--- src/rtl/gpu_pkg.sv ---
// gpu_pkg: shared core FSM encoding and fetcher/LSU handshake codes.
// Revision: 1.0
`default_nettype none

package gpu_pkg;

  typedef enum logic [2:0] {
    CORE_IDLE    = 3'b000,
    CORE_FETCH   = 3'b001,
    CORE_DECODE  = 3'b010,
    CORE_REQUEST = 3'b011,
    CORE_WAIT    = 3'b100,
    CORE_EXECUTE = 3'b101,
    CORE_UPDATE  = 3'b110,
    CORE_DONE    = 3'b111
  } core_state_t;

  localparam logic [2:0] FETCHER_FETCHED = 3'b010;
  localparam logic [1:0] LSU_REQUESTING  = 2'b01;
  localparam logic [1:0] LSU_WAITING     = 2'b10;

endpackage

`default_nettype wire

--- src/rtl/pc_min_select.sv ---
// pc_min_select: unsigned minimum over valid candidate PCs plus the mask of all ties.
// Revision: 1.0
`default_nettype none

module pc_min_select #(
  parameter int THREADS_PER_BLOCK = 4,
  parameter int PC_BITS           = 8
) (
  input  logic [THREADS_PER_BLOCK*PC_BITS-1:0] cand_pc,
  input  logic [THREADS_PER_BLOCK-1:0]         valid,
  output logic [PC_BITS-1:0]                   min_pc,
  output logic [THREADS_PER_BLOCK-1:0]         eq_mask,
  output logic                                 any_valid
);

  always_comb begin
    min_pc    = '1;
    any_valid = 1'b0;
    for (int i = 0; i < THREADS_PER_BLOCK; i++) begin
      if (valid[i] && (!any_valid || (cand_pc[i*PC_BITS +: PC_BITS] < min_pc))) begin
        min_pc = cand_pc[i*PC_BITS +: PC_BITS];
      end
      if (valid[i]) begin
        any_valid = 1'b1;
      end
    end
  end

  always_comb begin
    eq_mask = '0;
    for (int i = 0; i < THREADS_PER_BLOCK; i++) begin
      eq_mask[i] = valid[i] && (cand_pc[i*PC_BITS +: PC_BITS] == min_pc);
    end
  end

endmodule

`default_nettype wire

--- src/rtl/divergent_scheduler.sv ---
// divergent_scheduler: per-core block sequencer issuing the minimum live PC with an
// active-thread mask so divergent paths serialise and reconverge. Revision: 1.0
`default_nettype none

module divergent_scheduler
  import gpu_pkg::*;
#(
  parameter int THREADS_PER_BLOCK = 4,
  parameter int PC_BITS           = 8
) (
  input  logic                                 clk,
  input  logic                                 reset,
  input  logic                                 start,
  input  logic [$clog2(THREADS_PER_BLOCK):0]   thread_count,
  input  logic                                 decoded_ret,
  input  logic [2:0]                           fetcher_state,
  input  logic [THREADS_PER_BLOCK*2-1:0]       lsu_state,
  input  logic [THREADS_PER_BLOCK*PC_BITS-1:0] next_pc,
  output logic [PC_BITS-1:0]                   current_pc,
  output logic [THREADS_PER_BLOCK-1:0]         thread_mask,
  output logic [2:0]                           core_state,
  output logic                                 done
);

  core_state_t                         r_state;
  logic [PC_BITS-1:0]                  r_thread_pc [THREADS_PER_BLOCK];
  logic [THREADS_PER_BLOCK-1:0]        r_live;

  logic [THREADS_PER_BLOCK*PC_BITS-1:0] w_cand;
  logic [THREADS_PER_BLOCK-1:0]         w_survivors;
  logic [THREADS_PER_BLOCK-1:0]         w_launch_live;
  logic [THREADS_PER_BLOCK-1:0]         w_lsu_busy;
  logic [THREADS_PER_BLOCK-1:0]         w_eq_mask;
  logic [PC_BITS-1:0]                   w_min_pc;
  logic                                 w_any_survivor;

  generate
    for (genvar i = 0; i < THREADS_PER_BLOCK; i++) begin : g_thread
      assign w_cand[i*PC_BITS +: PC_BITS] = thread_mask[i] ? next_pc[i*PC_BITS +: PC_BITS]
                                                           : r_thread_pc[i];
      assign w_launch_live[i] = (32'(thread_count) > i);
      assign w_lsu_busy[i]    = thread_mask[i] &&
                                ((lsu_state[i*2 +: 2] == LSU_REQUESTING) ||
                                 (lsu_state[i*2 +: 2] == LSU_WAITING));
    end
  endgenerate

  // Threads executing RET this cycle drop out of the candidate set.
  assign w_survivors = r_live & ~(decoded_ret ? thread_mask : '0);

  pc_min_select #(
    .THREADS_PER_BLOCK (THREADS_PER_BLOCK),
    .PC_BITS           (PC_BITS)
  ) u_pc_min_select (
    .cand_pc   (w_cand),
    .valid     (w_survivors),
    .min_pc    (w_min_pc),
    .eq_mask   (w_eq_mask),
    .any_valid (w_any_survivor)
  );

  assign core_state = r_state;

  always_ff @(posedge clk) begin
    if (reset) begin
      r_state     <= CORE_IDLE;
      current_pc  <= '0;
      thread_mask <= '0;
      done        <= 1'b0;
      r_live      <= '0;
      for (int i = 0; i < THREADS_PER_BLOCK; i++) r_thread_pc[i] <= '0;
    end else begin
      case (r_state)
        CORE_IDLE: begin
          if (start) begin
            if (thread_count == '0) begin
              done    <= 1'b1;
              r_state <= CORE_DONE;
            end else begin
              for (int i = 0; i < THREADS_PER_BLOCK; i++) r_thread_pc[i] <= '0;
              r_live      <= w_launch_live;
              current_pc  <= '0;
              thread_mask <= w_launch_live;
              r_state     <= CORE_FETCH;
            end
          end
        end
        CORE_FETCH:   if (fetcher_state == FETCHER_FETCHED) r_state <= CORE_DECODE;
        CORE_DECODE:  r_state <= CORE_REQUEST;
        CORE_REQUEST: r_state <= CORE_WAIT;
        CORE_WAIT:    if (w_lsu_busy == '0) r_state <= CORE_EXECUTE;
        CORE_EXECUTE: r_state <= CORE_UPDATE;
        CORE_UPDATE: begin
          for (int i = 0; i < THREADS_PER_BLOCK; i++) begin
            if (thread_mask[i]) begin
              if (decoded_ret) r_live[i] <= 1'b0;
              else             r_thread_pc[i] <= next_pc[i*PC_BITS +: PC_BITS];
            end
          end
          if (!w_any_survivor) begin
            done        <= 1'b1;
            thread_mask <= '0;
            r_state     <= CORE_DONE;
          end else begin
            current_pc  <= w_min_pc;
            thread_mask <= w_eq_mask;
            r_state     <= CORE_FETCH;
          end
        end
        default: r_state <= CORE_DONE;
      endcase
    end
  end

endmodule

`default_nettype wire

--- config.mk ---
export PLATFORM = sky130hd
export DESIGN_NAME = divergent_scheduler
export DESIGN_NICKNAME = d
export VERILOG_FILES = /design/src/rtl/gpu_pkg.sv /design/src/rtl/pc_min_select.sv /design/src/rtl/divergent_scheduler.sv
export SDC_FILE = /design/constraint.sdc
export NUM_CORES = 1
export LEC_CHECK = 0
export BUFFER_PORTS_ARGS = -buffer_cell sky130_fd_sc_hd__buf_2
export CORE_MARGIN = 3
export CORE_UTILIZATION = 50
export DETAILED_ROUTE_END_ITERATION = 7
export PLACE_DENSITY = 0.72
export SKIP_CTS_REPAIR_TIMING = 1
export SLEW_MARGIN = 10
export SYNTH_ARGS = -nofsm -noshare
export SYNTH_HDL_FRONTEND = slang
export SYNTH_SLANG_ARGS = --single-unit
--- constraint.sdc ---
create_clock -name clk -period 8.2 [get_ports clk]
set_clock_uncertainty 0.15 [all_clocks]
set_input_delay 0.41 -clock clk [delete_from_list [all_inputs] [get_ports clk]]
set_output_delay 0.41 -clock clk [all_outputs]
set_load 0.005 [all_outputs]
Word-level counts from Yosys, hierarchy flattened
Memory sizes are Yosys's and may differ from the RTL's.
Cells that the tools add are included.
- equal/unequal tests: 31
- bitwise gates (word level): 10
- reductions and logical operators: 33
- magnitude comparators: 7
- multiplexer cells: 69
- operator list (operator ; count):
    two-way mux 8 bit ; 19
    two-way mux 1 bit ; 36
    == test 8 bit ; 4
    < comparator 8 bit ; 3
    != test 2 bit (second input constant) ; 12
    case mux 3 bit (7 select lines) ; 1
    AND reduction 5 bit ; 4
    two-way mux 4 bit ; 4
    case mux 4 bit (2 select lines) ; 2
    case mux 8 bit (2 select lines) ; 1
    two-way mux 3 bit ; 5
    logical AND 1 bit ; 11
    == test 3 x 2 -> 1 bit (second input constant) ; 3
    == test 3 bit (second input constant) ; 3
    == test 2 x 1 -> 1 bit (second input constant) ; 4
    == test 2 bit (second input constant) ; 4
    OR 1 bit ; 8
    AND reduction 4 bit ; 2
    logical OR 1 bit ; 7
    greater-than comparator 3 x 1 -> 1 bit (second input constant) ; 2
    greater-than comparator 3 x 2 -> 1 bit (second input constant) ; 2
    logical NOT 3 bit ; 2
    AND reduction 3 bit ; 2
    AND 4 bit ; 1
    6 further kinds ; 8
- word-level logic and storage cells: 159
- memories: 1
- bits in writable memories: 32
- register bits: 20
- input port bits: 50
- output and inout bits: 16
- memory list (name ; words ; width ; rd ports ; clocked after Yosys merged registers in ; wr ports ; RTL line ; RTL):
    r_thread_pc ; 4 ; 8 ; 4 ; 0 ; 4 ; divergent_scheduler.sv:26 ; logic [PC_BITS-1:0] r_thread_pc [THREADS_PER_BLOCK];

Depth between registers and ports, before layout
Gate-level depths: netlist of the first run.
- word-level depth: 20
- mapped depth: 36
- mapped depth without buffers: 31

Hierarchy
From an unflattened synthesis of the first run, not the netlist that was laid out.
- cells, all modules: 484
- area total of the unflattened synthesis: 4379.2 µm²
- by module, submodules not included (module ; times used ; cells an instance ; seq. area each (µm²) ; area an instance (µm²)):
    divergent_scheduler ; 1 ; 242 ; 1281.2 ; 2640.0
    pc_min_select ; 1 ; 242 ; 0.0 ; 1739.2

Least setup slack after synthesis of the first run
Ideal clock, no wire load.
- path kind: register to register
- start point: reg thread_mask[0]
- end point: reg thread_mask[3]
- library setup time: 0.096 ns
- stages on the path, launching flop included: 32
- path buffers: 3
- setup slack: 1.018 ns
- period minus slack after synthesis: 7.182 ns
- arrival: 6.937 ns
- data required time: 7.954 ns
- cells stage by stage: dfxtp_1 buf_4 buf_1 mux2i_1 and2_1 ha_1 and4_1 nand3_2 nor4_2 a21o_2 nand2b_1 mux2i_1 ha_1 o21a_1 o21ai_0 a21oi_1 o22ai_1 and3_1 clkbuf_1 a21o_1 mux2_4 ha_1 nor2b_1 o21ai_0 o211ai_1 a41oi_1 a21bo_1 a211oi_4 mux2i_1 a2bb2oi_1 o21ai_1 o41ai_2
- cells in the longest elaborated chain, start to end: 20
- elaborated cells between the ends (all ways): 28
- classes of those cells: order compare: 3; eq/ne: 1; mux: 12; bitwise: 2; reduce/logical: 10
- ends and longest elaborated chain (item ; RTL line ; RTL):
    from (decl) ; divergent_scheduler.sv:20 ; output logic [THREADS_PER_BLOCK-1:0] thread_mask,
    from (signal assigned) ; divergent_scheduler.sv:83 ; thread_mask <= w_launch_live;
    from (signal assigned) ; divergent_scheduler.sv:106 ; thread_mask <= w_eq_mask;
    two-way mux 4 bit ; divergent_scheduler.sv:49 ; assign w_survivors = r_live & ~(decoded_ret ? thread_mask : '0);
    NOT 4 bit ; divergent_scheduler.sv:49 ;
    AND 4 bit ; divergent_scheduler.sv:49 ;
    two-way mux 8 bit / two-way mux 1 bit (equally long branches) ; pc_min_select.sv:20, pc_min_select.sv:23 ;
    < comparator 8 bit / logical NOT 1 bit (equally long branches) ; pc_min_select.sv:20 ; if (valid[i] && (!any_valid || (cand_pc[i*PC_BITS +: PC_BITS] < min_pc))) begin
    logical OR 1 bit ; pc_min_select.sv:20 ;
    logical AND 1 bit ; pc_min_select.sv:20 ;
    two-way mux 8 bit ; pc_min_select.sv:20 ;
    [... 4 more ...] ; n/a ;
    < comparator 8 bit ; pc_min_select.sv:20 ;
    logical OR 1 bit ; pc_min_select.sv:20 ;
    logical AND 1 bit ; pc_min_select.sv:20 ;
    two-way mux 8 bit ; pc_min_select.sv:20 ;
    == test 8 bit ; pc_min_select.sv:32 ; eq_mask[i] = valid[i] && (cand_pc[i*PC_BITS +: PC_BITS] == min_pc);
    logical AND 1 bit ; pc_min_select.sv:32 ;
    two-way mux 4 bit * ; divergent_scheduler.sv:100 ; if (!w_any_survivor) begin
    case mux 4 bit (2 select lines) * ; divergent_scheduler.sv:73 ; case (r_state)
Every way passes the cells marked *; elsewhere a longest branch is shown, timed or not.
A chain may end at the register's enable or synchronous reset.

Worst setup path after layout of the first run
- start point: reg thread_mask[1]
- end point: reg thread_mask[2]
- cells in the longest elaborated chain, start to end: 17
- elaborated cells between the ends (all ways): 25
- classes of those cells: order compare: 3; eq/ne: 1; mux: 10; bitwise: 2; reduce/logical: 9
- ends and longest elaborated chain (item ; RTL line):
    two-way mux 8 bit / two-way mux 4 bit (equally long branches) ; divergent_scheduler.sv:39, divergent_scheduler.sv:49
    < comparator 8 bit / NOT 4 bit (equally long branches) ; pc_min_select.sv:20, divergent_scheduler.sv:49
    logical OR 1 bit / AND 4 bit (equally long branches) ; pc_min_select.sv:20, divergent_scheduler.sv:49
    logical AND 1 bit ; pc_min_select.sv:20
    two-way mux 8 bit ; pc_min_select.sv:20
    < comparator 8 bit ; pc_min_select.sv:20
    logical OR 1 bit ; pc_min_select.sv:20
    logical AND 1 bit ; pc_min_select.sv:20
    two-way mux 8 bit ; pc_min_select.sv:20
    < comparator 8 bit ; pc_min_select.sv:20
    logical OR 1 bit ; pc_min_select.sv:20
    logical AND 1 bit ; pc_min_select.sv:20
    two-way mux 8 bit ; pc_min_select.sv:20
    == test 8 bit ; pc_min_select.sv:32
    logical AND 1 bit ; pc_min_select.sv:32
    two-way mux 4 bit * ; divergent_scheduler.sv:100
    case mux 4 bit (2 select lines) * ; divergent_scheduler.sv:73
Marks and branches as above.

==> summary.md, run 1 <==
| Metric | Value |
|---|---|
| Buf/Inv on CP | 1 |
| Remaining DRCs | 0 |
| Die Footprint | 0.009483 sq mm |
| Initial antenna violation count | 0 |
| Port bufs | 65 |
| Layout cells sized above 1 | 0.2383 |
| Post-synthesis sequential area ratio | 0.3069 |
| Via density per instance | 6.020 |
| Layout area overhead | 13.64% |
| Tmin final | 7.804 ns |
| Num rows | 32 |
| Tightest Hold Check Type | in2reg |
| Gr usage total | 0.2535 |
| # setup viols final | 0 |
| Synth Register Bits | 52 |
| Global-route wire length before repair | 19.51 mm |
| Boundary Pins | 66 |
| Post-synth net total | 540 |
| Setup crit end kind | flop |
| Clock latency on the worst-skew pair | 0.32 ns |
| Post-synth top area share | 0.1726 |
| Max-slew violation total from the final report | 0 |
| Largest area contributor in the synthesized netlist | edfxtp_1 |
| Reg clk slew, reported paths | 0.11 ns |
| Worst EP arrival | 7.92 ns |
| DR vias | 3,823 |
| CTS H-Tree Depth | 2 |
| Worst VDD drop | 0.09491 mV |
| Antenna Violating Nets Remaining | 0 |
| Largest stage delay, worst path | 0.48 ns |
| Synthesis warning total | 0 |
| CTS Root Cell | clkbuf_8 |
| CP max-delay cell | dfxtp_2 |
| Overall power | 0.9651 mW |
| Dpl cells | 624 |
| Post-DP HPWL | 9.576 mm |
| CTS tree | done |
| DR pass1 iterations | 5 |
| Critical-path maximum fanout | 16 |
| Period utilization | 0.9516 |
| Max_slew headroom | 0.4603 |
| Final core occ | 0.5985 |
| Routed len/inst | 19.22 um |
| Total congestion overflow | 0 |
| Die height | 97.38 um |
| MaxCap Viol Count | 0 |
| Largest net degree at the start of global routing | 23 |
| CP top delay family | compound AO/OA/AOI/OAI gates |
| Leak | 2.100 nW |
| Status | completed |
| Synth Cell Area | 0.004175 sq mm |
| DRT iter0 DRCs | 255 |
| Main area contributors after synthesis | edfxtp_1, dfxtp_1, mux2i_1 |
| Clock buffer depth | 2 |
| Hold Fails Final Rpt | 0 |
| CTS buffer count | 5 |
| Post-synth ARST share | 0 |
| Clock Sinks | 52 |
| Startpoint class of the critical path | flop |
| Main synth FF type | dfxtp_1 |
| EDFF count, synth | 24 |
| Power Density | 203.4 mW/mm^2 |
| WL final | 12.20 mm |
| Worst Tran Pin Value | 0.8084 ns |
| Final GP Congestion | 0.9609 |
| Die extent in x | 97.38 um |
| Starting Density | 0.5267 |
| Critical Path Most Common Cell | ha_1 |
| Fmax achieved | 128.1 MHz |
| Cell Count, Final, Fillers Out | 635 |
| CP Data Required Time | 8.32 ns |
| Core ar. | 0.007928 sq mm |
| # diodes | 0 |
| Fin nets | 601 |
| Number of global-route vias before repair | 3,679 |
| Syn Area/Cell | 8.865 sq um |
| Cells after synthesis | 471 |
| Cell variety after synth | 66 |
| Critical path class | reg2reg |
==> worst min-delay path: stages <==
cell	delay, ns
buf_2	0.10
nand3_1	0.07
a21oi_1	0.05
==> metal layers <==
| layer | vias up | routed length (um) | global-route usage | part of all wire |
|---|---|---|---|---|
| met4 | 0 | 165 | 0.05857 | 0.014 |
| met2 | 136 | 5514 | 0.4017 | 0.45 |
| met1 | 1823 | 5848 | 0.3672 | 0.48 |
| met3 | 17 | 673 | 0.03374 | 0.055 |
| li1 | 1847 | - | - | - |
| met5 | - | 0 | 0 | 0 |
==> path summary, 6_finish.rpt <==
check,from,endpoint,slack (ns),cells past startpoint
max,thread_mask[1],thread_mask[2],0.40,28
min reg2reg,r_thread_pc[2][2],r_thread_pc[2][2],0.31,2
max reg2reg,thread_mask[1],thread_mask[2],0.40,28
min,next_pc[17],r_thread_pc[2][1],0.21,3
==> metrics by stage <==
stage	hold slack [ns]	instance area, sq um	TNS (ns)	setup slack (ns)
6_report	0.2143	4745	0	0.3965
5_1_grt	0.2311	4745	-0.002194	-0.002194
4_1_cts	0.2083	4678	0	0.1700
3_5_place_dp	0.2995	4583	0	0.2409
3_3_place_gp	0.2911	4583	0	0.2543
2_1_floorplan	0.2838	4175	0	1.018
==> cells by family after synthesis <==
family          after synthesis  synth area share
compound gates              116            0.1999
fa+ha+maj                    19           0.05694
simple gates                156            0.1852
xor+xnor                     27           0.05664
mux                          54            0.1429
buf+inv                      47           0.05154
flops                        52            0.3069
==> state kept, by name, indices dropped and copies added, names as in the netlist <==
signal,flops
r_thread_pc,32
current_pc,8
r_live,4
thread_mask,4
core_state,3
done,1
==> synth_stat cells, types with 6 or more instances <==
| master | instances |
|---|---|
| and3_1 | 26 |
| xor2_1 | 11 |
| o211ai_1 | 6 |
| a22oi_1 | 9 |
| inv_1 | 21 |
| xnor2_1 | 16 |
| ha_1 | 19 |
| o22ai_1 | 9 |
| nor2_1 | 36 |
| o21ai_0 | 19 |
| dfxtp_1 | 28 |
| nand3_1 | 15 |
| a21oi_1 | 24 |
| edfxtp_1 | 24 |
| o21ai_1 | 6 |
| nand2_1 | 42 |
| clkbuf_1 | 15 |
| mux2i_1 | 34 |
| a21o_1 | 12 |
| nor3_1 | 6 |
| mux2_2 | 13 |
| and2_1 | 7 |
==> report_power, final <==
group | switching, mW | total, mW | internal, mW
clock | 0.0965 | 0.159 | 0.0626
sequential | 0.0267 | 0.321 | 0.294
combinational | 0.283 | 0.485 | 0.202
total | 0.407 | 0.965 | 0.559
==> cell usage in the layout, fill, tap and decap left out, drive strengths merged, types with 4 or more instances in the layout <==
master	Yosys	layout
a211oi	5	5
o22ai	9	9
clkbuf	15	5
nor2	36	36
inv	22	23
nor3	6	6
mux2i	37	37
xnor2	16	16
nor4	4	4
a21o	13	13
nand4	4	4
xor2	11	11
and2	8	8
buf	10	79
a21oi	25	25
dfxtp	28	28
nand2	42	42
o21ai	25	25
nand3	16	16
mux2	17	17
a22oi	9	9
edfxtp	24	24
ha	19	19
nand2b	4	4
and3	26	26
o211ai	6	6
==> layout make-up <==
type,instances,area [sq um]
clock buffers,5,68.82
clock inverters,3,26.28
fillers,743,3183
inverters,22,82.58
multi-input cells,372,2725
flip-flops and latches,52,1284
well taps,102,127.6
repair buffers,79,430.4
Note: power is estimated with default switching activity, not from simulation.
==> run 2: changes to the inputs <==
--- a/config.mk
+++ b/config.mk
@@ -9,6 +9,7 @@
 export CORE_MARGIN = 3
 export CORE_UTILIZATION = 50
 export DETAILED_ROUTE_END_ITERATION = 7
+export GPL_TIMING_DRIVEN = 0
 export PLACE_DENSITY = 0.72
 export SKIP_CTS_REPAIR_TIMING = 1
 export SLEW_MARGIN = 10
==> summary.md, run 2 (synthesized netlist as in run 1, its figures left out) <==
| Metric | Value |
|---|---|
| Status | completed |
| Tmin final | 7.775 ns |
| Largest stage delay, worst path | 0.45 ns |
| Initial antenna violation count | 0 |
| Startpoint class of the critical path | flop |
| R2r setup slk | 0.43 ns |
| Routed len/inst | 19.13 um |
| Fmax achieved | 128.6 MHz |
| Boundary Pins | 66 |
| Power Density | 203.6 mW/mm^2 |
| Critical path class | reg2reg |
| # setup viols final | 0 |
| DR pass1 iterations | 5 |
| Die Footprint | 0.009483 sq mm |
| Leak | 2.100 nW |
| CP max-delay cell | mux2i_2 |
| Dpl cells | 637 |
| Via density per instance | 6.084 |
| Die height | 97.38 um |
| Cell Count, Final, Fillers Out | 645 |
| Largest net degree at the start of global routing | 16 |
| Final hold slack | 0.2183 ns |
| DRT iter0 DRCs | 280 |
| Buf/Inv on CP | 5 |
| Core ar. | 0.007928 sq mm |
| Max-slew violation total from the final report | 0 |
| Design area | 0.004811 sq mm |
| CTS tree | done |
| Antenna Violating Nets Remaining | 0 |
| DR vias | 3,924 |
| CP Data Required Time | 8.29 ns |
| Clock latency on the worst-skew pair | 0.32 ns |
| Total congestion overflow | 0 |
| CP top delay family | compound AO/OA/AOI/OAI gates |
| Starting Density | 0.5267 |
| Setup TNS Final | 0 ns |
| Period utilization | 0.9482 |
| Layout area overhead | 15.22% |
| Clock buffer depth | 2 |
| Overall power | 0.9796 mW |
| Worst Tran Pin Value | 0.8211 ns |
| Layout cells sized above 1 | 0.2284 |
| Setup crit end kind | flop |
| Worst VDD drop | 0.07636 mV |
| Remaining DRCs | 0 |
| Placed Area | 0.004623 sq mm |
| Port bufs | 64 |
| Clock Sinks | 52 |
| Biggest regs | r_thread_pc: 32 flops, current_pc: 8 flops |
| Number of global-route vias before repair | 3,754 |
| Critical-path maximum fanout | 10 |
| Commonest non-fill, non-tap cells in the layout | buf_2, nand2_1, nor2_1 |
| RSZ-0062 raised after global routing | false |
| Reg clk slew, reported paths | 0.10 ns |
| Gr usage total | 0.2629 |
| Hold Fails Final Rpt | 0 |
| Tightest Hold Check Type | in2reg |
| Max_slew headroom | 0.4484 |
| MaxCap Viol Count | 0 |
| Die extent in x | 97.38 um |
| # diodes | 0 |
| Most common cell after layout, fill and taps aside | buf_2 |
| Global-route wire length before repair | 20.02 mm |
| Largest register by flop count | r_thread_pc |
| WL final | 12.34 mm |
| CTS buffer count | 5 |
| Num rows | 32 |
| Largest register FFs | 32 |
| Critical Path Most Common Cell | a21o_1 |
| CTS H-Tree Depth | 2 |
| Fin nets | 611 |
| CTS Root Cell | clkbuf_8 |
| Final GP Congestion | 0.8984 |
| Post-DP HPWL | 9.742 mm |
| Worst EP arrival | 7.86 ns |
## run 2: changes by cell type in the layout (fill, tap and decap cells not counted), moves of 3 or more
cell      previous run  this run
buf_4               14         2
buf_6                0         4
clkbuf_1             0        14
o21ai_0             19        16
o21ai_1              6         9
## run 2: final timing paths
kind	startpoint	cells after the start	endpoint
hold reg to reg	r_thread_pc[2][6]	2	r_thread_pc[2][6]
setup reg to reg	thread_mask[0]	33	thread_mask[0]
setup / recovery	thread_mask[0]	33	thread_mask[0]
hold / removal	next_pc[19]	3	r_thread_pc[2][3]
## run 2: layout make-up
class	count	area, sq um
Buffer	24	130.1
Clock buffer	7	90.09
Multi-Input combinational cell	372	2753
Fill cell	734	3117
Timing Repair Buffer	65	340.3
Clock inverter	1	6.256
Inverter	22	82.58
Sequential cell	52	1281
Tap cell	102	127.6
## run 2: per-layer routing
layer	up-vias	GRT usage	share of wire	wire length (um)
met3	14	0.04738	0.082	1009
met1	1868	0.3840	0.45	5533
met2	175	0.4085	0.46	5628
met4	0	0.05112	0.013	166
li1	1867	-	-	-
met5	-	0	0	0
## run 2: worst min-delay path, cell delays in order
cell and delay [ns]:
buf_2 0.10, nand3_1 0.07, a21oi_1 0.06
## run 2: per-stage QoR
stage                 util  worst slack [ns]
floorplan                -             1.018
global placement    0.5832           -0.4229
detailed placement  0.5832           -0.5154
CTS                 0.5953           -0.5713
global route        0.6069          0.004437
finish              0.6069            0.4251
## run 2: where the power goes
part | switching, mW | internal (mW)
Sequential | 0.0117 | 0.293
Combinational | 0.306 | 0.205
Clock | 0.0909 | 0.0725
Total | 0.409 | 0.571
==> run 3: changes to the inputs <==
--- a/config.mk
+++ b/config.mk
@@ -10,9 +10,9 @@
 export CORE_UTILIZATION = 50
 export DETAILED_ROUTE_END_ITERATION = 7
 export GPL_TIMING_DRIVEN = 0
-export PLACE_DENSITY = 0.72
+export PLACE_DENSITY = 0.7
 export SKIP_CTS_REPAIR_TIMING = 1
-export SLEW_MARGIN = 10
+export SLEW_MARGIN = 20
 export SYNTH_ARGS = -nofsm -noshare
 export SYNTH_HDL_FRONTEND = slang
 export SYNTH_SLANG_ARGS = --single-unit
==> summary.md, run 3 (synthesized netlist as in run 1, its figures left out) <==
| Metric | Value |
|---|---|
| Status | completed |
| Worst VDD drop | 0.08790 mV |
| Largest register FFs | 32 |
| Remaining DRCs | 0 |
| Pre-CTS WS | -0.4898 ns |
| Critical path class | reg2reg |
| DR pass1 iterations | 5 |
| Total congestion overflow | 0 |
| Final WS setup | 0.2613 ns |
| Layout cells sized above 1 | 0.2308 |
| Clock buffer depth | 2 |
| CTS buffer count | 5 |
| Antenna Violating Nets Remaining | 0 |
| Power Density | 203.7 mW/mm^2 |
| Hold Fails Final Rpt | 0 |
| Period utilization | 0.9681 |
| Switching power | 0.4111 mW |
| WL final | 12.51 mm |
| Die height | 97.38 um |
| DR vias | 3,977 |
| Clock latency on the worst-skew pair | 0.33 ns |
| # setup viols final | 0 |
| Reg clk slew, reported paths | 0.10 ns |
| Starting Density | 0.5267 |
| Cell Int Power | 0.5712 mW |
| MaxCap Viol Count | 0 |
| Most common cell after layout, fill and taps aside | buf_2 |
| Startpoint class of the critical path | flop |
| Biggest regs | r_thread_pc: 32 flops, current_pc: 8 flops |
| Clock Sinks | 52 |
| Largest net degree at the start of global routing | 16 |
| Footprint of the multi-input gates | 0.002738 sq mm |
| Num rows | 32 |
| Global-route wire length before repair | 19.91 mm |
| Gr usage total | 0.2600 |
| Via density per instance | 6.137 |
| Worst Tran Pin Value | 0.8578 ns |
| DRT iter0 DRCs | 409 |
| Reg area | 0.001281 sq mm |
| Die Footprint | 0.009483 sq mm |
| Fin nets | 614 |
| Setup TNS Final | 0 ns |
| Die extent in x | 97.38 um |
| Number of global-route vias before repair | 3,821 |
| Routed len/inst | 19.30 um |
| Critical-path maximum fanout | 10 |
| Worst EP arrival | 8.02 ns |
| Fmax achieved | 126.0 MHz |
| Boundary Pins | 66 |
| CTS H-Tree Depth | 2 |
| Max_slew headroom | 0.4237 |
| Core ar. | 0.007928 sq mm |
| Post-DP HPWL | 9.748 mm |
| Final GP Congestion | 0.9665 |
| Max-slew violation total from the final report | 0 |
| Commonest non-fill, non-tap cells in the layout | buf_2, nand2_1, nor2_1 |
| Switching part of the total | 0.4185 |
| # diodes | 0 |
| Initial antenna violation count | 0 |
| Largest register by flop count | r_thread_pc |
| CTS Root Cell | clkbuf_8 |
| Fillers | 731 |
| CP max-delay cell | mux2i_1 |
| Logic pwr share | 0.520 |
| Clock power frac | 0.169 |
| Setup crit end kind | flop |
| CP Data Required Time | 8.28 ns |
| CTS tree | done |
| Port bufs | 64 |
| Tightest Hold Check Type | in2reg |
| Tmin final | 7.939 ns |
| Largest stage delay, worst path | 0.52 ns |
| Critical Path Most Common Cell | a21o_1 |
| Layout area overhead | 15.46% |
| Leak | 2.109 nW |
| Overall power | 0.9822 mW |
| Register share of total power | 0.311 |
==> run 3: changes by cell type in the layout (fill, tap and decap cells not counted) <==
cell / delta
nor4_2: -1
mux2i_4: -1
buf_2: -1
buf_4: +3
mux2i_2: +1
clkbuf_4: +1
nor4_1: +1
==> run 3: metrics by stage <==
step / utilization / std cells / instance area [sq um] / hold slack, ns
finish: 0.6081 / 648 / 4821 / 0.2089
global route: 0.6081 / 648 / 4821 / 0.2226
CTS: 0.5953 / 645 / 4720 / 0.2112
detailed placement: 0.5832 / 637 / 4623 / 0.2962
global placement: 0.5832 / 637 / 4623 / 0.2910
floorplan: - / 471 / 4175 / 0.2838
==> run 3: layout make-up <==
type                            count  share of cell area
Timing Repair Buffer               68             0.07527
Clock inverter                      1            0.001298
Multi-Input combinational cell    372              0.5679
Clock buffer                        7             0.01869
Tap cell                          102             0.02647
Buffer                             24             0.02751
Sequential cell                    52              0.2658
Inverter                           22             0.01713
==> run 3: critical path, delay by kind of cell (launching register included) <==
family / cells / cell delay, ns
AO/OA/AOI/OAI: 14 / 3.03
XOR/XNOR: 1 / 0.19
adder cells (fa/ha/maj): 3 / 0.81
buffers and inverters: 5 / 0.89
flip-flops: 1 / 0.35
multiplexers: 3 / 1.15
AND/OR/NAND/NOR: 7 / 1.25
==> run 3: path summary, 6_finish.rpt <==
| path | start | endpoint | slack (ns) | cells after the start |
|---|---|---|---|---|
| worst max-delay path | thread_mask[0] | thread_mask[0] | 0.26 | 33 |
| worst max register to register | thread_mask[0] | thread_mask[0] | 0.26 | 33 |
| worst min-delay path | next_pc[18] | r_thread_pc[2][2] | 0.21 | 3 |
| worst min register to register | r_thread_pc[2][5] | r_thread_pc[2][5] | 0.31 | 2 |
==> run 3: power groups by stage <==
stage / Clock [mW] / Sequential (mW) / Combinational (mW)
6_report: 0.166 / 0.305 / 0.511
5_1_grt: 0.177 / 0.308 / 0.551
4_1_cts: 0.166 / 0.305 / 0.478
3_5_place_dp: 0 / 0.311 / 0.474
3_3_place_gp: 0 / 0.310 / 0.466
2_1_floorplan: 0 / 0.308 / 0.347
==> run 3: metal layers <==
metal	vias up	wire length (um)	track usage
met5	-	0	0
met4	0	306	0.07987
met3	23	925	0.04235
met2	182	5580	0.4154
met1	1886	5694	0.3604
li1	1886	-	-
